## src/rtl/alu_rsp_unit.sv

```systemverilog
// alu_rsp_unit: handshaked, registered 32-bit ALU responder.
// Accepts one command at a time on cmd_valid/cmd_ready and holds its result
// on rsp_valid/rsp_ready until consumed.
// Define ALU_RSP_MUL_EN to build the iterative shift-add multiplier (op 8).
// Without it op 8 is reported as illegal like ops 11-15.
module alu_rsp_unit #(
  parameter int WIDTH = 32
) (
  input  logic             clk,
  input  logic             rst,
  input  logic             cmd_valid,
  output logic             cmd_ready,
  input  logic [WIDTH-1:0] cmd_a,
  input  logic [WIDTH-1:0] cmd_b,
  input  logic [3:0]       cmd_op,
  output logic             rsp_valid,
  input  logic             rsp_ready,
  output logic [WIDTH-1:0] rsp_y,
  output logic             rsp_carry,
  output logic             rsp_err
);

  localparam int SW = $clog2(WIDTH);

  localparam logic [3:0] OP_ADD  = 4'd0;
  localparam logic [3:0] OP_SUB  = 4'd1;
  localparam logic [3:0] OP_AND  = 4'd2;
  localparam logic [3:0] OP_OR   = 4'd3;
  localparam logic [3:0] OP_XOR  = 4'd4;
  localparam logic [3:0] OP_NOTA = 4'd5;
  localparam logic [3:0] OP_LSH  = 4'd6;
  localparam logic [3:0] OP_RSH  = 4'd7;
  localparam logic [3:0] OP_MOVA = 4'd9;
  localparam logic [3:0] OP_MOVB = 4'd10;

`ifdef ALU_RSP_MUL_EN
  localparam logic [3:0] OP_MUL  = 4'd8;
  typedef enum logic [1:0] {S_IDLE, S_MUL, S_RESP} state_t;
`else
  typedef enum logic [1:0] {S_IDLE, S_RESP} state_t;
`endif

  state_t             state_q;
  logic               rsp_valid_q;
  logic [WIDTH-1:0]   rsp_y_q;
  logic               rsp_carry_q;
  logic               rsp_err_q;

  logic               accept;
  logic [SW-1:0]      shamt;
  logic [WIDTH:0]     add_w;
  logic [WIDTH:0]     sub_w;
  logic [WIDTH:0]     shl_w;
  logic [WIDTH:0]     shr_w;
  logic [WIDTH-1:0]   alu_y;
  logic               alu_c;
  logic               alu_e;

`ifdef ALU_RSP_MUL_EN
  logic               is_mul;
  logic [2*WIDTH-1:0] mcand_q;
  logic [WIDTH-1:0]   mplier_q;
  logic [2*WIDTH-1:0] acc_q;
  logic [2*WIDTH-1:0] acc_d;
  logic [SW-1:0]      cnt_q;

  assign is_mul = (cmd_op == OP_MUL);
  // Partial product for the current multiplier bit (LSB first).
  assign acc_d  = acc_q + (mplier_q[0] ? mcand_q : '0);
`endif

  // A new command may enter when idle, or when the held response leaves this cycle.
  assign cmd_ready = (state_q == S_IDLE) || ((state_q == S_RESP) && rsp_ready);
  assign accept    = cmd_valid && cmd_ready;

  // Carry/borrow come from the extra top bit; shifts keep the last bit shifted
  // out in the extra bit (top for left, bottom for right), which is 0 for s=0.
  assign shamt = cmd_b[SW-1:0];
  assign add_w = {1'b0, cmd_a} + {1'b0, cmd_b};
  assign sub_w = {1'b0, cmd_a} - {1'b0, cmd_b};
  assign shl_w = {1'b0, cmd_a} << shamt;
  assign shr_w = {cmd_a, 1'b0} >> shamt;

  // Single-cycle result for every op except the iterative multiply.
  always_comb begin
    alu_y = '0;
    alu_c = 1'b0;
    alu_e = 1'b0;
    case (cmd_op)
      OP_ADD:  begin alu_y = add_w[WIDTH-1:0]; alu_c = add_w[WIDTH]; end
      OP_SUB:  begin alu_y = sub_w[WIDTH-1:0]; alu_c = sub_w[WIDTH]; end
      OP_AND:  alu_y = cmd_a & cmd_b;
      OP_OR:   alu_y = cmd_a | cmd_b;
      OP_XOR:  alu_y = cmd_a ^ cmd_b;
      OP_NOTA: alu_y = ~cmd_a;
      OP_LSH:  begin alu_y = shl_w[WIDTH-1:0]; alu_c = shl_w[WIDTH]; end
      OP_RSH:  begin alu_y = shr_w[WIDTH:1]; alu_c = shr_w[0]; end
      OP_MOVA: alu_y = cmd_a;
      OP_MOVB: alu_y = cmd_b;
      default: alu_e = 1'b1;
    endcase
  end

  // Control FSM with registered response outputs and multiplier datapath.
  always_ff @(posedge clk or posedge rst) begin
    if (rst) begin
      state_q     <= S_IDLE;
      rsp_valid_q <= 1'b0;
      rsp_y_q     <= '0;
      rsp_carry_q <= 1'b0;
      rsp_err_q   <= 1'b0;
`ifdef ALU_RSP_MUL_EN
      mcand_q     <= '0;
      mplier_q    <= '0;
      acc_q       <= '0;
      cnt_q       <= '0;
`endif
    end else if (accept) begin
`ifdef ALU_RSP_MUL_EN
      if (is_mul) begin
        state_q     <= S_MUL;
        rsp_valid_q <= 1'b0;
        mcand_q     <= {{WIDTH{1'b0}}, cmd_a};
        mplier_q    <= cmd_b;
        acc_q       <= '0;
        cnt_q       <= '0;
      end else
`endif
      begin
        state_q     <= S_RESP;
        rsp_valid_q <= 1'b1;
        rsp_y_q     <= alu_y;
        rsp_carry_q <= alu_c;
        rsp_err_q   <= alu_e;
      end
    end else begin
      case (state_q)
`ifdef ALU_RSP_MUL_EN
        S_MUL: begin
          acc_q    <= acc_d;
          mcand_q  <= mcand_q << 1;
          mplier_q <= mplier_q >> 1;
          cnt_q    <= cnt_q + SW'(1);
          if (cnt_q == SW'(WIDTH - 1)) begin
            state_q     <= S_RESP;
            rsp_valid_q <= 1'b1;
            rsp_y_q     <= acc_d[WIDTH-1:0];
            rsp_carry_q <= |acc_d[2*WIDTH-1:WIDTH];
            rsp_err_q   <= 1'b0;
          end
        end
`endif
        S_RESP: begin
          if (rsp_ready) begin
            state_q     <= S_IDLE;
            rsp_valid_q <= 1'b0;
          end
        end
        default: ;
      endcase
    end
  end

  assign rsp_valid = rsp_valid_q;
  assign rsp_y     = rsp_y_q;
  assign rsp_carry = rsp_carry_q;
  assign rsp_err   = rsp_err_q;

endmodule

```

## config.mk

```make
export PLATFORM = sky130hd
export DESIGN_NAME = alu_rsp_unit
export DESIGN_NICKNAME = d
export VERILOG_FILES = /design/src/rtl/alu_rsp_unit.sv
export SDC_FILE = /design/constraint.sdc
export NUM_CORES = 1
export LEC_CHECK = 0
export ABC_AREA = 1
export CAP_MARGIN = 20
export CORE_ASPECT_RATIO = 0.8
export CORE_MARGIN = 1.5
export CORE_UTILIZATION = 55
export CTS_CLUSTER_DIAMETER = 150
export CTS_CLUSTER_SIZE = 16
export DETAILED_ROUTE_END_ITERATION = 8
export PLACE_DENSITY = 0.77
export SLEW_MARGIN = 20
export SYNTH_ARGS = -nofsm -noshare
export SYNTH_HDL_FRONTEND = slang
export SYNTH_SLANG_ARGS = --single-unit
```

## constraint.sdc

```tcl
create_clock -name clk -period 1.6 [get_ports clk]
set_clock_uncertainty 0.05 [all_clocks]
set_input_delay 0.16 -clock clk [delete_from_list [all_inputs] [get_ports clk]]
set_output_delay 0.16 -clock clk [all_outputs]
set_load 0.02 [all_outputs]
```

==> summary.txt, run 1 <==
Yosys
  • Synth Instances: 2300
  • Synth warnings: 0
  • Synth Register Bits: 35
  • Synth Area per Inst: 5.154 um2
  • Net Count, Synth: 2481
  • Synth cell types: 41
  • Cell Area, Synth: 11860 um2
  • Post-synthesis sequential area ratio: 0.07388

Floorplan
  • Row cnt: 47
  • Die H: 134.3 um
  • Top Ports: 108
  • Initial Util: 0.5663
  • Die Span X: 167.1 um

Clocking
  • Htree depth: 2
  • Clock tree buffer depth: 2
  • CTS root buffer: clkbuf_16
  • Clock tree sinks: 35
  • CTS hold repair buffers: 0
  • Total clock buffers created by CTS: 5

Outcome
  • Stage reached: global routing (5_1_grt)
  • Err: [ERROR GRT-0232] Routing congestion too high. Check the congestion heatmap in the GUI.
  • Outcome: aborted with a tool error

GRT
  • GRT overflow: 937
  • Largest net degree at the start of global routing: 37
  • GRT Total Usage: 0.9419

Placed design
  • I/O Buffers: 107
  • GP Congestion: 1.164
  • Post-DP HPWL: 48070 um

Timing
  • Worst_ep grt: rsp_y[7]$_DFFE_PP0P_/D
  • Worst End Pin Type: register data pin
[what timing repair did]
item | CTS
resized for setup | 801
hold endpoints to repair | 0
cloned | 1
setup buffers | 31
pin swaps | 169
setup endpoints to repair | 34
[through the flow]
step	cell area (um2)	hold slack, ns	worst slack [ns]	std cells
after floorplan	12040	0.2643	-0.3880	2300
after global placement	16190	0.4127	-1.064	2983
after detailed placement	16190	0.4145	-1.112	2983
after CTS	18400	0.2473	-0.1133	3023
[Yosys cell counts, drive strengths merged]
cell / instances / area [um2]
or2: 3 / 18.78
ha: 107 / 1339
nand3: 454 / 2272
o221ai: 3 / 26.28
dfrtp: 35 / 875.8
nand2: 762 / 2875
clkinv: 1 / 3.750
buf: 86 / 524.3
xor2: 2 / 17.52
o21bai: 8 / 60.06
and2: 17 / 106.4
o21a: 7 / 52.55
nor2: 178 / 720.7
nand4: 22 / 137.6
o211ai: 13 / 97.59
o22ai: 64 / 400.4
mux2i: 1 / 10.01
nor3: 31 / 160.1
nor4: 2 / 12.51
o21ai: 68 / 340.3
nor3b: 1 / 7.510
inv: 327 / 1232
a21oi: 73 / 365.4
a211oi: 1 / 7.510
nand3b: 5 / 37.54
and3: 4 / 25.02
clkbuf: 23 / 88.84
fa: 2 / 40.04
[layer usage]
layer / GRT usage / overflow
met1: 0.8858 / 32
met2: 1.119 / 580
met3: 0.7816 / 16
met4: 1.082 / 304
met5: 0.5370 / 5
[logic make-up after synthesis]
| group | synth area share |
|---|---|
| adders and majority gates | 0.1163 |
| and+or+nand+nor | 0.5376 |
| DFF | 0.07388 |
| buffers and inverters | 0.1560 |
| AOI/OAI and AO/OA | 0.1139 |
| muxes | 0.0008444 |
| xor gates and xnor gates | 0.001478 |
==> run 2: changes to the inputs <==
--- a/config.mk
+++ b/config.mk
@@ -7,13 +7,10 @@
 export LEC_CHECK = 0
 export ABC_AREA = 1
 export CAP_MARGIN = 20
-export CORE_ASPECT_RATIO = 0.8
 export CORE_MARGIN = 1.5
-export CORE_UTILIZATION = 55
-export CTS_CLUSTER_DIAMETER = 150
-export CTS_CLUSTER_SIZE = 16
+export CORE_UTILIZATION = 40
 export DETAILED_ROUTE_END_ITERATION = 8
-export PLACE_DENSITY = 0.77
+export PLACE_DENSITY_LB_ADDON = 0.15
 export SLEW_MARGIN = 20
 export SYNTH_ARGS = -nofsm -noshare
 export SYNTH_HDL_FRONTEND = slang
==> run 2 against run 1 <==
The flow now finishes, with violations (setup timing). Area after synthesis is the same. Synthesized cell count did not move.
==> summary.txt, run 2 <==
Outcome
  • Outcome: complete, but fails checks
  • Failing checks: setup timing

Yosys
  • Top-count cell post-synth: nand2_1
  • Post-synth top flop: dfrtp_1
  • Multiplexer area fraction after synthesis: 0.0008443 (unchanged)
  • Largest family of logic cells by synthesized area: simple AND/OR/NAND/NOR gates
  • Cell Area, Synth: 11860 um2 (unchanged)
  • Synth cell types: 41 (unchanged)
  • Compound-Gate Fraction of Synth Area: 0.1139 (unchanged)
  • Commonest cells post-synth: 756 x nand2_1, 454 x nand3_1, 317 x inv_1
  • Yosys top cell area share: 0.2394 (unchanged)
  • Post-synthesis sequential area ratio: 0.07388 (unchanged)
  • Net Count, Synth: 2481 (unchanged)
  • Cell type with the highest aggregate area in the netlist: nand2_1
  • EDFF count, synth: 0 (unchanged)
  • Synth Area in Adders: 0.1163 (unchanged)
  • Async SR Flop Fraction: 1.000 (unchanged)
  • Synth Register Bits: 35 (unchanged)
  • Synth Area per Inst: 5.154 um2 (unchanged)
  • Area share of and/or/nand/nor cells after synthesis: 0.5376 (unchanged)
  • Synth Instances: 2300 (unchanged)
  • Largest cells by area after synthesis: nand2_1 24%, nand3_1 19%, ha_1 11%, inv_1 10%, dfrtp_1 7.4%
  • Synth warnings: 0 (unchanged)
  • Post-Synth XOR/XNOR Area: 0.001478 (unchanged)

Routing
  • Iter 0 DRT Violations: 2234
  • Total number of vias: 18471
  • M1 WL: 27730 um
  • Final Routed Wirelength: 70090 um
  • Wire length per cell: 21.79 um
  • Max Used Layer: met4
  • Vias per cell: 5.742
  • DRC violations left: 0
  • Met2 WL: 30510 um
  • Met3 WL: 6730 um
  • DRT antenna net count: 0
  • Total iterations of the first detailed-routing run: 7

GRT
  • GRT Total Usage: 0.4400
  • GRT overflow: 0
  • Initial antenna violation count: 0
  • First-pass GRT wire length: 101900 um
  • Vias in the first global route: 17184
  • Largest net degree at the start of global routing: 54

Finish
  • Fraction of layout cells with a size suffix above 1: 0.4469
  • Non-Filler Instances: 3217
  • Area of the multi-input gates: 11930 um2
  • Antenna cells: 0
  • Number of fill cells: 2574
  • Synth-to-Final Area Change: 70.90%
  • Max reg flops: 32
  • Design area: 20260 um2
  • Most frequent cells in the layout: 586 x nand2_1, 448 x buf_4, 340 x nand3_1
  • Commonest non-fill, non-tap cell in the layout: nand2_1
  • Layout Nets: 3013
  • Register area: 875.8 um2

Floorplan
  • Top Ports: 108 (unchanged)
  • Row cnt: 62 (+32%)
  • Die Span X: 175.2 um (+4.8%)
  • Die H: 175.2 um (+30%)
  • Initial Util: 0.4097 (-0.1566)
  • Die ar.: 30680 um2
  • Core outline area: 28940 um2

Setup path
  • Crit Path Category: primary input to flip-flop
  • CP Max Fanout: 31
  • Crit. End Element: flip-flop
  • CP Data Required Time: 1.79 ns
  • Startpoint Class: primary input
  • Critical path arrival: 1.95 ns

Pwr
  • Part of the power in registers: 0.121
  • Leak: 10.43 nW
  • Internal power: 4.653 mW
  • Overall Power: 9.392 mW
  • Clock share of power: 0.120
  • Switching Share: 0.5045
  • Cell area power density: 463.6 nW/um2
  • Worst vdd ir: 0.3352 mV
  • Comb power frac: 0.759
  • NetSw: 4.739 mW

Timing
  • Rel. slew slack: 0.7316
  • Final WS setup: -0.1658 ns
  • Fmax: 0.5663 GHz
  • Final setup violation count: 31
  • Ratio of final minimum period to clock period: 1.104
  • Least-Margin Pin Slew: 0.4008 ns
  • Slew Limit Fails: 0
  • Fin crit period: 1.766 ns
  • Final hold violations: 0
  • RSZ-0062 raised after global routing: true

Placed design
  • I/O Buffers: 107 (unchanged)
  • Dpl cells: 3137 (+5.2%)
  • GP Congestion: 1.022 (-12%)
  • Area after DPL: 16560 um2 (+2.3%)
  • Post-DP HPWL: 54360 um (+13%)
  • Setup slack after placement: -1.192 ns (-0.07981 ns)

Clocking
  • CTS hold repair buffers: 0 (unchanged)
  • Worst-path clk slew: 0.06 ns
  • TritonCTS clock tree: done
  • Htree depth: 2 (unchanged)
  • Clock tree buffer depth: 2 (unchanged)
  • CTS root buffer: clkbuf_16
  • Total clock buffers created by CTS: 5 (unchanged)
  • Worst-skew pair later-pin latency: 0.30 ns
  • Clock tree sinks: 35 (unchanged)

Min path
  • Min-delay worst type: primary input to flip-flop

Job
  • Maxcap violations: 0
## run 2: cell counts after synthesis
Identical to the previous run, type by type.
## run 2: metrics by stage
step	TNS, ns	util	hold slack [ns]
2_1_floorplan	-8.631	-	0.2643
6_report	-2.647	0.7002	0.1434
3_3_place_gp	-34.12	0.5723	0.4116
5_1_grt	-5.020	0.7002	0.1697
4_1_cts	-1.649	0.6671	0.1568
3_5_place_dp	-34.42	0.5723	0.4149
## run 2: kinds of logic (layout without fill, tap and decap cells)
kind of cell | after synthesis | in the layout
flops | 35 | 35
buf+inv | 437 | 970
mux | 1 | 1
xor+xnor | 2 | 2
simple gates | 1479 | 1479
fa+ha+maj | 109 | 109
compound gates | 237 | 237
## run 2: routing by layer
metal | vias up | global-route usage
met1 | 8546 | 0.5610
met5 | - | 0
met3 | 246 | 0.07746
met4 | 0 | 0.2578
met2 | 1144 | 0.6944
li1 | 8535 | -
## run 2: final timing paths
path	start	end	slack [ns]	depth (start not counted)
hold reg to reg	rsp_y[11]	rsp_y[11]	0.42	2
hold / removal	cmd_op[3]	rsp_err	0.14	3
setup / recovery	cmd_b[0]	rsp_y[25]	-0.17	15
max in group asynchronous	rst	rsp_y[24]	1.11	3
setup reg to reg	rsp_valid	rsp_y[8]	0.36	6
min in group asynchronous	rst	rsp_y[11]	0.17	3
## run 2: layout make-up
type,count,share of cell area
clock buffers,8,0.007719
inverters,328,0.06361
multi-input cells,1828,0.5889
flip-flops and latches,35,0.04323
well taps,384,0.02371
repair buffers,634,0.2728
## run 2: what timing repair did
action / 4_1_cts / 5_1_grt
resized for setup: 906 / 229
gates cloned: 8 / 0
endpoints found under the hold margin: 0 / 0
endpoints found under the setup margin: 37 / 33
buffers inserted: 38 / 28
pin swaps: 195 / 100
## run 2: worst max-delay path: stages
cell	delay [ns]
buf_12	0.10
buf_6	0.12
buf_12	0.19
nand2_1	0.12
buf_4	0.15
nand3_1	0.11
o21ai_0	0.12
o21ai_0	0.23
nor2_1	0.09
nor2_1	0.13
nor2_1	0.06
buf_4	0.15
nand3_1	0.08
nand2_1	0.05
nand2_1	0.06
## run 2: power by group through the flow
stage / Clock, mW / Sequential, mW / Combinational, mW
after floorplan: 0 / 1.31 / 2.59
after global placement: 0 / 1.14 / 5.44
after detailed placement: 0 / 1.15 / 5.49
after CTS: 1.12 / 1.13 / 6.52
after global routing: 1.16 / 1.15 / 7.51
final: 1.12 / 1.14 / 7.13
(Power assumes the default switching activity.)
